--- config.mk ---
export PLATFORM = sky130hd
export DESIGN_NAME = fetch_redirect_ctrl_flat
export DESIGN_NICKNAME = d
export VERILOG_FILES = /design/src/rtl/fetch_redirect_ctrl_if.sv /design/src/rtl/fetch_redirect_ctrl.sv /design/src/flat_wrapper.sv
export SDC_FILE = /design/constraint.sdc
export NUM_CORES = 1
export LEC_CHECK = 0
export CORE_AREA = 5 5 150 152
export CTS_CLUSTER_SIZE = 12
export DETAILED_ROUTE_END_ITERATION = 10
export DIE_AREA = 0 0 155 157
export PLACE_DENSITY = 0.5
export SYNTH_ARGS = -nofsm -noshare
export SYNTH_HDL_FRONTEND = slang
export SYNTH_SLANG_ARGS = --single-unit
--- constraint.sdc ---
create_clock -name clk_i -period 4.07 [get_ports clk_i]
set_clock_uncertainty 0.1 [all_clocks]
set_input_delay 0.814 -clock clk_i [delete_from_list [all_inputs] [get_ports clk_i]]
set_output_delay 0.814 -clock clk_i [all_outputs]
set_load 0.02 [all_outputs]
--- src/rtl/fetch_redirect_ctrl_if.sv ---
// rtl/fetch_redirect_ctrl_if.sv - config package and fetch/redirect handshake interface
package config_pkg;
   typedef struct packed {
      int unsigned PLEN;
      int unsigned ILEN;
      int unsigned INSTR_PER_FETCH;
   } cfg_t;

   localparam cfg_t EmptyCfg = '{PLEN: 32, ILEN: 32, INSTR_PER_FETCH: 4};
endpackage

interface fetch_redirect_ctrl_if #(
   parameter config_pkg::cfg_t Cfg = config_pkg::EmptyCfg
);
   localparam int PLEN = int'(Cfg.PLEN);
   localparam int ILEN = int'(Cfg.ILEN);
   localparam int IPF  = int'(Cfg.INSTR_PER_FETCH);

   logic                           redirect_valid_i;
   logic [PLEN-1:0]                redirect_pc_i;
   logic                           req_valid_o;
   logic                           req_ready_i;
   logic [PLEN-1:0]                req_pc_o;
   logic                           rsp_valid_i;
   logic                           rsp_ready_o;
   logic [IPF-1:0][ILEN-1:0]       rsp_instrs_i;
   logic [PLEN-1:0]                rsp_pc_i;
   logic                           fe_valid_o;
   logic                           fe_ready_i;
   logic [IPF-1:0][ILEN-1:0]       fe_instrs_o;
   logic [PLEN-1:0]                fe_pc_o;
   logic                           ibuf_flush_o;
   logic                           busy_o;

   // master: the fetch controller; slave: I-cache, backend and instruction buffer
   modport master (
      input  redirect_valid_i, redirect_pc_i, req_ready_i, rsp_valid_i,
             rsp_instrs_i, rsp_pc_i, fe_ready_i,
      output req_valid_o, req_pc_o, rsp_ready_o, fe_valid_o, fe_instrs_o,
             fe_pc_o, ibuf_flush_o, busy_o
   );

   modport slave (
      output redirect_valid_i, redirect_pc_i, req_ready_i, rsp_valid_i,
             rsp_instrs_i, rsp_pc_i, fe_ready_i,
      input  req_valid_o, req_pc_o, rsp_ready_o, fe_valid_o, fe_instrs_o,
             fe_pc_o, ibuf_flush_o, busy_o
   );
endinterface

--- src/rtl/fetch_redirect_ctrl.sv ---
// rtl/fetch_redirect_ctrl.sv - sequential fetch PC generator with credit limit and redirect flush/drain
module fetch_redirect_ctrl #(
   parameter config_pkg::cfg_t Cfg             = config_pkg::EmptyCfg,
   parameter logic [31:0]      RESET_PC        = 32'h8000_0000,
   parameter int               MAX_OUTSTANDING = 4
) (
   input  logic                  clk_i,
   input  logic                  rst_i,
   fetch_redirect_ctrl_if.master bus
);
   localparam int PLEN = int'(Cfg.PLEN);
   localparam int ILEN = int'(Cfg.ILEN);
   localparam int IPF  = int'(Cfg.INSTR_PER_FETCH);
   localparam int CW   = $clog2(MAX_OUTSTANDING + 1);

   localparam logic [PLEN-1:0] RST_PC      = PLEN'(RESET_PC);
   localparam logic [PLEN-1:0] GROUP_BYTES = PLEN'(IPF * ILEN / 8);
   localparam logic [CW-1:0]   MAX_CNT     = CW'(MAX_OUTSTANDING);

   typedef enum logic [1:0] {RUN, FLUSH, DRAIN} state_e;

   state_e          state_q, state_d;
   logic [PLEN-1:0] pc_q, pc_d;
   logic [CW-1:0]   outst_q, outst_d;

   logic req_valid, rsp_ready, fe_valid, flush;
   logic req_hs, rsp_hs;

   always_comb begin
      req_valid = 1'b0;
      rsp_ready = 1'b0;
      fe_valid  = 1'b0;
      flush     = 1'b0;
      unique case (state_q)
         RUN: begin
            req_valid = (outst_q < MAX_CNT) && !bus.redirect_valid_i;
            fe_valid  = bus.rsp_valid_i;
            rsp_ready = bus.fe_ready_i;
         end
         FLUSH: begin
            flush     = 1'b1;
            rsp_ready = 1'b1;
         end
         DRAIN: begin
            rsp_ready = 1'b1;
         end
         default: ;
      endcase
      // Reset must look idle to both neighbours even mid-transaction
      if (rst_i) begin
         req_valid = 1'b0;
         rsp_ready = 1'b0;
         fe_valid  = 1'b0;
         flush     = 1'b0;
      end
   end

   assign req_hs = req_valid && bus.req_ready_i;
   assign rsp_hs = bus.rsp_valid_i && rsp_ready;

   always_comb begin
      outst_d = outst_q;
      if (req_hs && !rsp_hs) begin
         outst_d = outst_q + CW'(1);
      end else if (!req_hs && rsp_hs) begin
         outst_d = outst_q - CW'(1);
      end
   end

   always_comb begin
      state_d = state_q;
      pc_d    = pc_q;
      if (req_hs) begin
         pc_d = pc_q + GROUP_BYTES;
      end
      unique case (state_q)
         RUN:     state_d = RUN;
         FLUSH:   state_d = (outst_d == '0) ? RUN : DRAIN;
         DRAIN:   state_d = (outst_d == '0) ? RUN : DRAIN;
         default: state_d = RUN;
      endcase
      // Latest redirect wins, and the buffer must be flushed again for it
      if (bus.redirect_valid_i) begin
         state_d = FLUSH;
         pc_d    = bus.redirect_pc_i;
      end
   end

   always_ff @(posedge clk_i) begin
      if (rst_i) begin
         state_q <= RUN;
         pc_q    <= RST_PC;
         outst_q <= '0;
      end else begin
         state_q <= state_d;
         pc_q    <= pc_d;
         outst_q <= outst_d;
      end
   end

   assign bus.req_valid_o  = req_valid;
   assign bus.req_pc_o     = pc_q;
   assign bus.rsp_ready_o  = rsp_ready;
   assign bus.fe_valid_o   = fe_valid;
   assign bus.fe_instrs_o  = bus.rsp_instrs_i;
   assign bus.fe_pc_o      = bus.rsp_pc_i;
   assign bus.ibuf_flush_o = flush;
   assign bus.busy_o       = !rst_i && (state_q != RUN);

   a_no_orphan_rsp: assert property (@(posedge clk_i) disable iff (rst_i)
      !(bus.rsp_valid_i && outst_q == '0));
   a_flush_only_in_flush: assert property (@(posedge clk_i) disable iff (rst_i)
      bus.ibuf_flush_o |-> state_q == FLUSH);
   a_credit_bound: assert property (@(posedge clk_i) disable iff (rst_i)
      outst_q <= MAX_CNT);
endmodule

--- src/flat_wrapper.sv ---
// flat-port wrapper written by rule: the top's interface ports become plain ports
module fetch_redirect_ctrl_flat 
#(
   parameter config_pkg::cfg_t Cfg             = config_pkg::EmptyCfg,
   parameter logic [31:0]      RESET_PC        = 32'h8000_0000,
   parameter int               MAX_OUTSTANDING = 4
)
  (clk_i, rst_i, bus_redirect_valid_i, bus_redirect_pc_i, bus_req_ready_i, bus_rsp_valid_i, bus_rsp_instrs_i, bus_rsp_pc_i, bus_fe_ready_i, bus_req_valid_o, bus_req_pc_o, bus_rsp_ready_o, bus_fe_valid_o, bus_fe_instrs_o, bus_fe_pc_o, bus_ibuf_flush_o, bus_busy_o);
  fetch_redirect_ctrl_if #(.Cfg(Cfg)) bus_i ();
  input  logic clk_i;
  input  logic rst_i;
  input wire logic [$bits(bus_i.redirect_valid_i)-1:0] bus_redirect_valid_i;
  input wire logic [$bits(bus_i.redirect_pc_i)-1:0] bus_redirect_pc_i;
  input wire logic [$bits(bus_i.req_ready_i)-1:0] bus_req_ready_i;
  input wire logic [$bits(bus_i.rsp_valid_i)-1:0] bus_rsp_valid_i;
  input wire logic [$bits(bus_i.rsp_instrs_i)-1:0] bus_rsp_instrs_i;
  input wire logic [$bits(bus_i.rsp_pc_i)-1:0] bus_rsp_pc_i;
  input wire logic [$bits(bus_i.fe_ready_i)-1:0] bus_fe_ready_i;
  output wire logic [$bits(bus_i.req_valid_o)-1:0] bus_req_valid_o;
  output wire logic [$bits(bus_i.req_pc_o)-1:0] bus_req_pc_o;
  output wire logic [$bits(bus_i.rsp_ready_o)-1:0] bus_rsp_ready_o;
  output wire logic [$bits(bus_i.fe_valid_o)-1:0] bus_fe_valid_o;
  output wire logic [$bits(bus_i.fe_instrs_o)-1:0] bus_fe_instrs_o;
  output wire logic [$bits(bus_i.fe_pc_o)-1:0] bus_fe_pc_o;
  output wire logic [$bits(bus_i.ibuf_flush_o)-1:0] bus_ibuf_flush_o;
  output wire logic [$bits(bus_i.busy_o)-1:0] bus_busy_o;
  assign bus_i.redirect_valid_i = bus_redirect_valid_i;
  assign bus_i.redirect_pc_i = bus_redirect_pc_i;
  assign bus_i.req_ready_i = bus_req_ready_i;
  assign bus_i.rsp_valid_i = bus_rsp_valid_i;
  assign bus_i.rsp_instrs_i = bus_rsp_instrs_i;
  assign bus_i.rsp_pc_i = bus_rsp_pc_i;
  assign bus_i.fe_ready_i = bus_fe_ready_i;
  assign bus_req_valid_o = bus_i.req_valid_o;
  assign bus_req_pc_o = bus_i.req_pc_o;
  assign bus_rsp_ready_o = bus_i.rsp_ready_o;
  assign bus_fe_valid_o = bus_i.fe_valid_o;
  assign bus_fe_instrs_o = bus_i.fe_instrs_o;
  assign bus_fe_pc_o = bus_i.fe_pc_o;
  assign bus_ibuf_flush_o = bus_i.ibuf_flush_o;
  assign bus_busy_o = bus_i.busy_o;
  fetch_redirect_ctrl #(.Cfg(Cfg), .RESET_PC(RESET_PC), .MAX_OUTSTANDING(MAX_OUTSTANDING)) u_core (.clk_i(clk_i), .rst_i(rst_i), .bus(bus_i));
endmodule
## Yosys cells after proc, flatten, opt, wreduce, memory -nomap -nowiden

Index checks and enable logic that the tools add are counted.

| storage, ports and cells | value |
|---|---|
| register bits | 37 |
| input bits | 198 |
| output and inout port bits | 197 |

| cells by class | value |
|---|---|
| multiplexer cells | 15 |
| add/sub/neg operators | 3 |
| bitwise operators | 1 |
| reductions and logical operators | 16 |
| eq/ne operators | 2 |
| $lt $le $gt $ge | 1 |

Operators with widths:

| kind | number |
|---|---|
| $mux W32 | 2 |
| $add A32 B5 Y32 const B | 1 |
| $mux W1 | 9 |
| $logic_and A1 B1 Y1 | 6 |
| $mux W3 | 2 |
| $logic_not A1 Y1 | 4 |
| $reduce_bool A2 Y1 | 2 |
| $add A3 B1 Y3 const B | 1 |
| $logic_not A3 Y1 | 1 |
| $lt A3 B3 Y1 const B | 1 |
| $reduce_or A3 Y1 | 1 |
| $sub A3 B1 Y3 const B | 1 |
| $eq A2 B1 Y1 const B | 1 |
| $eq A2 B2 Y1 const B | 1 |
| $logic_not A2 Y1 | 1 |
| $mux W2 | 1 |
| $pmux W1 S2 | 1 |
| $reduce_or A2 Y1 | 1 |
| $not A1 Y1 | 1 |

## Longest topological paths before layout

| depth | value |
|---|---|
| depth in word-level cells | 13 |
| mapped depth | 9 |
| gate-level depth less buffers | 7 |

## Worst setup path before layout

Ideal clock, no wire load.

| path | value |
|---|---|
| path type | input to output |
| start point | input port bus_redirect_valid_i |
| end point | output port bus_req_valid_o |
| slack | 1.344 ns |
| data arrival time | 1.812 ns |
| cell stages on the path | 4 |
| buffers on the path | 2 |
| path through | buf_6 -> or2_1 -> buf_6 -> nor3b_1 |

| between the ends | value |
|---|---|
| longest elaborated chain between the ends | 4 |

RTL lines:

| what | RTL line | source |
|---|---|---|
| from (decl) | flat_wrapper.sv:12 | `input wire logic [$bits(bus_i.redirect_valid_i)-1:0] bus_redirect_valid_i;` |
| $logic_not A1 Y1 | fetch_redirect_ctrl.sv:36 | `req_valid = (outst_q < MAX_CNT) && !bus.redirect_valid_i;` |
| $logic_and A1 B1 Y1 | fetch_redirect_ctrl.sv:36 |  |
| $mux W1 | fetch_redirect_ctrl.sv:34 | `unique case (state_q)` |
| $mux W1 | fetch_redirect_ctrl.sv:50 | `if (rst_i) begin` |
| to (decl) | flat_wrapper.sv:19 | `output wire logic [$bits(bus_i.req_valid_o)-1:0] bus_req_valid_o;` |

No other way between the ends.

## Worst setup path in the final report

| path | value |
|---|---|
| start point | input port rst_i |
| end point | output port bus_req_valid_o |

| between the ends | value |
|---|---|
| longest elaborated chain between the ends | 1 |

RTL lines:

| what | RTL line | source |
|---|---|---|
| from (decl) | flat_wrapper.sv:11 | `input logic rst_i;` |
| $mux W1 | fetch_redirect_ctrl.sv:50 |  |

No other way between the ends.

==> flow_summary.toml <==
[status]
status = "complete, no violations"

[clock_network]
cts_tree = "done"
root_buffer = "clkbuf_16"
path_clk_slew_ns = 0.06
cts_setup_buffers = 0
cts_resized = 0
clkSinkCount = 37
cts_buffer_depth = 2
cts_buffers = 5
postCtsHoldBufs = 0
h-tree-depth = 2
clk_latency_ns = 0.29

[sta]
max_slew.worst_pin.slew_ns = 0.627
post-route-period-util_pct = 85.4
rsz0062_at_grt = "false"
setup_viol = 0
final_hold_viol_count = 0
relSlewSlack_pct = 57.9
finalMaxSlewViolations = 0
fin_crit_ns = 3.47
fmax_mhz = 288
setup-tns-final_ns = 0
holdWs_ns = 0.397

[power]
switchingPower_uw = 306
power_density_mw_per_mm2 = 325
internal_power_uw = 784
clkPwrFrac_pct = 42.0
irDropWorstVdd_mv = 0.132
p_sw_share_pct = 28.1
leakage_uw = 0.00112
power_frac_seq_pct = 38.1
pwr-share-comb_pct = 19.9

[synthesis]
synthesis.area_mm2 = 0.00332
yosys.area.top_type = "buf_4"
synth.distinct_cells = 45
synth_compound_area_share_pct = 9.54
synth-edff-count = 0
synthMuxAreaShare_pct = 2.94
synth_xor_area_share_pct = 4.22
synth_flop_cell = "dfxtp_1"
synthTopCellsByArea = "buf_4, dfxtp_1, nand2_1"
syn_inst = 428
synthAdderAreaFrac_pct = 2.26
synth_top_family_by_area = "buffers and inverters"
synth_nets = 632
ys_seq_elements = 37
yosysWarningCount = 0
yosysSeqAreaShare_pct = 22.3
synthSimpleGateAreaFrac_pct = 19.5
async_reset_ff_share_pct = 0
avgSynthCellArea_um2 = 7.75
synth_top_area_share_pct = 36.2

[worst_setup_path]
worstRegToRegCells = 7
worstSetupPathType = "primary input to output pin"
critPathMaxFanout = 7
cp-start-kind = "primary input"
crit_start = "rst_i"
cp.required_ns = 3.16
worstSetupEndpoint = "bus_req_valid_o"
crit_path_end_kind = "output pin"
reg2reg_from = "u_core.state_q[0]"
crit_arrival_ns = 2.56
rrSetupSlack_ns = 1.51
r2r-end = "u_core.bus.req_pc_o[31]"

[global_routing]
antenna_found_initial = 0
grt_max_degree = 38
grt_pass1_vias = 2520
overflow = 0
grt_pass1_wl_um = 17000
track_usage_pct = 9.46

[floorplanning]
num_rows = 53
coreArea_mm2 = 0.0209
start_util_pct = 15.9
fp.dieH_um = 157
dieArea_mm2 = 0.0243
die_x_um = 155
io_pins = 395

[place]
dp_hpwl_um = 9790
dp.cells = 610
io_buffers = 74
gp_congestion = 0.706

[final_layout]
diodes = 0
final_cells = 618
area_delta_synth_final_pct = 1.17
drive_gt1_share_pct = 6.12
fillCellCount = 2396
finalNetCount = 546

[route]
routed_wl_um = 12100
ant_nets = 0
dr.pass1.iters = 4
wl_per_cell_um = 19.7
vias_per_cell = 3.93
drc = 0
dr_total_vias = 2430
drt_iter0_drc = 98

[hold_path]
min_path_type = "register to register"

[job]
maxCapViolations = 0
-- synth_stat cells, drive strengths merged, types with 4 or more instances --
cell,n
inv,7
and3,4
clkbuf,11
a21oi,18
mux2i,6
nor2,36
xnor2,6
a211oi,8
nand3,19
o21ai,8
nand4,9
ha,6
buf,163
nor3,4
nand2,36
dfxtp,37
nor4,4
xor2,10
-- sequential cells by signal, summed over array words and instances, names as in the netlist --
signal and count:
u_core.outst_q 3, u_core.bus.req_pc_o 32, u_core.state_q 2
-- worst min-delay path by stage --
| stage | end | cells past startpoint | slack, ns | startpoint |
|---|---|---|---|---|
| floorplan | u_core.outst_q[2] | 2 | 0.43 | u_core.outst_q[2] |
| global placement | u_core.bus.req_pc_o[0] | 2 | 0.38 | u_core.bus.req_pc_o[0] |
| detailed placement | u_core.bus.req_pc_o[0] | 2 | 0.39 | u_core.bus.req_pc_o[0] |
| CTS | u_core.bus.req_pc_o[0] | 2 | 0.41 | u_core.bus.req_pc_o[0] |
| global route | u_core.bus.req_pc_o[0] | 2 | 0.43 | u_core.bus.req_pc_o[0] |
| finish | u_core.bus.req_pc_o[1] | 2 | 0.40 | u_core.bus.req_pc_o[1] |
-- layout make-up --
cell class	instances	area, um^2	area share (%)
repair buffers	81	793	23.6
flip-flops and latches	37	741	22.1
well taps	275	344	10.2
clock buffers	5	125	3.73
clock inverters	3	46.3	1.38
multi-input cells	209	1280	38.1
inverters	8	30.0	0.895
-- logic make-up after synthesis --
kind of cell,after synthesis
AOI/OAI and AO/OA,50
buffers and inverters,182
xor gates and xnor gates,16
muxes,9
and+or+nand+nor,128
DFF,37
adders and majority gates,6
-- stage by stage --
step | setup WS [ns] | power [uW] | util [%] | cell area, um^2
2_1_floorplan | 1.34 | 756 | - | 3320
3_3_place_gp | 0.542 | 646 | 15.3 | 3190
3_5_place_dp | 0.522 | 646 | 15.3 | 3190
4_1_cts | 0.526 | 1120 | 16.1 | 3360
5_1_grt | 0.500 | 1160 | 16.1 | 3360
6_report | 0.596 | 1090 | 16.1 | 3360
-- layer usage --
| layer | vias to the layer above | part of all wire (%) | routed length (um) | global-route usage (%) |
|---|---|---|---|---|
| met4 | 0 | 7.2 | 876 | 6.60 |
| met1 | 1083 | 32 | 3940 | 8.59 |
| li1 | 1105 | - | - | - |
| met3 | 80 | 15 | 1850 | 6.32 |
| met5 | - | 0 | 0 | 0.595 |
| met2 | 162 | 45 | 5490 | 15.2 |
-- layout by cell type, fill, tap and decap left out, types with 3 or more instances in the layout --
| master | instances |
|---|---|
| buf_4 | 7 |
| xnor2_1 | 6 |
| inv_1 | 7 |
| a211oi_1 | 8 |
| a31oi_1 | 3 |
| ha_1 | 6 |
| nand4_1 | 9 |
| clkbuf_16 | 5 |
| o211ai_1 | 3 |
| a21oi_1 | 17 |
| dfxtp_1 | 37 |
| nand4b_1 | 3 |
| o21ai_0 | 8 |
| nor3_1 | 4 |
| nand3_1 | 18 |
| mux2i_1 | 6 |
| clkdlybuf4s50_1 | 74 |
| a22oi_1 | 3 |
| nand2_1 | 36 |
| and3_1 | 4 |
| xor2_1 | 10 |
| nor2_1 | 36 |
-- worst max-delay path, cell delays in order --
cell	delay, ns
clkdlybuf4s50_1	0.51
or2_1	0.28
nor3b_1	0.29
clkdlybuf4s50_1	0.66
-- power by group through the flow --
stage / sequential (uW) / clock (uW) / combinational (uW)
after detailed placement: 424 / 0 / 222
final: 415 / 458 / 217
after CTS: 416 / 480 / 223
after global placement: 424 / 0 / 222
after global routing: 421 / 497 / 237
after floorplan: 440 / 0 / 316
Power figures use the tool's default switching activity.
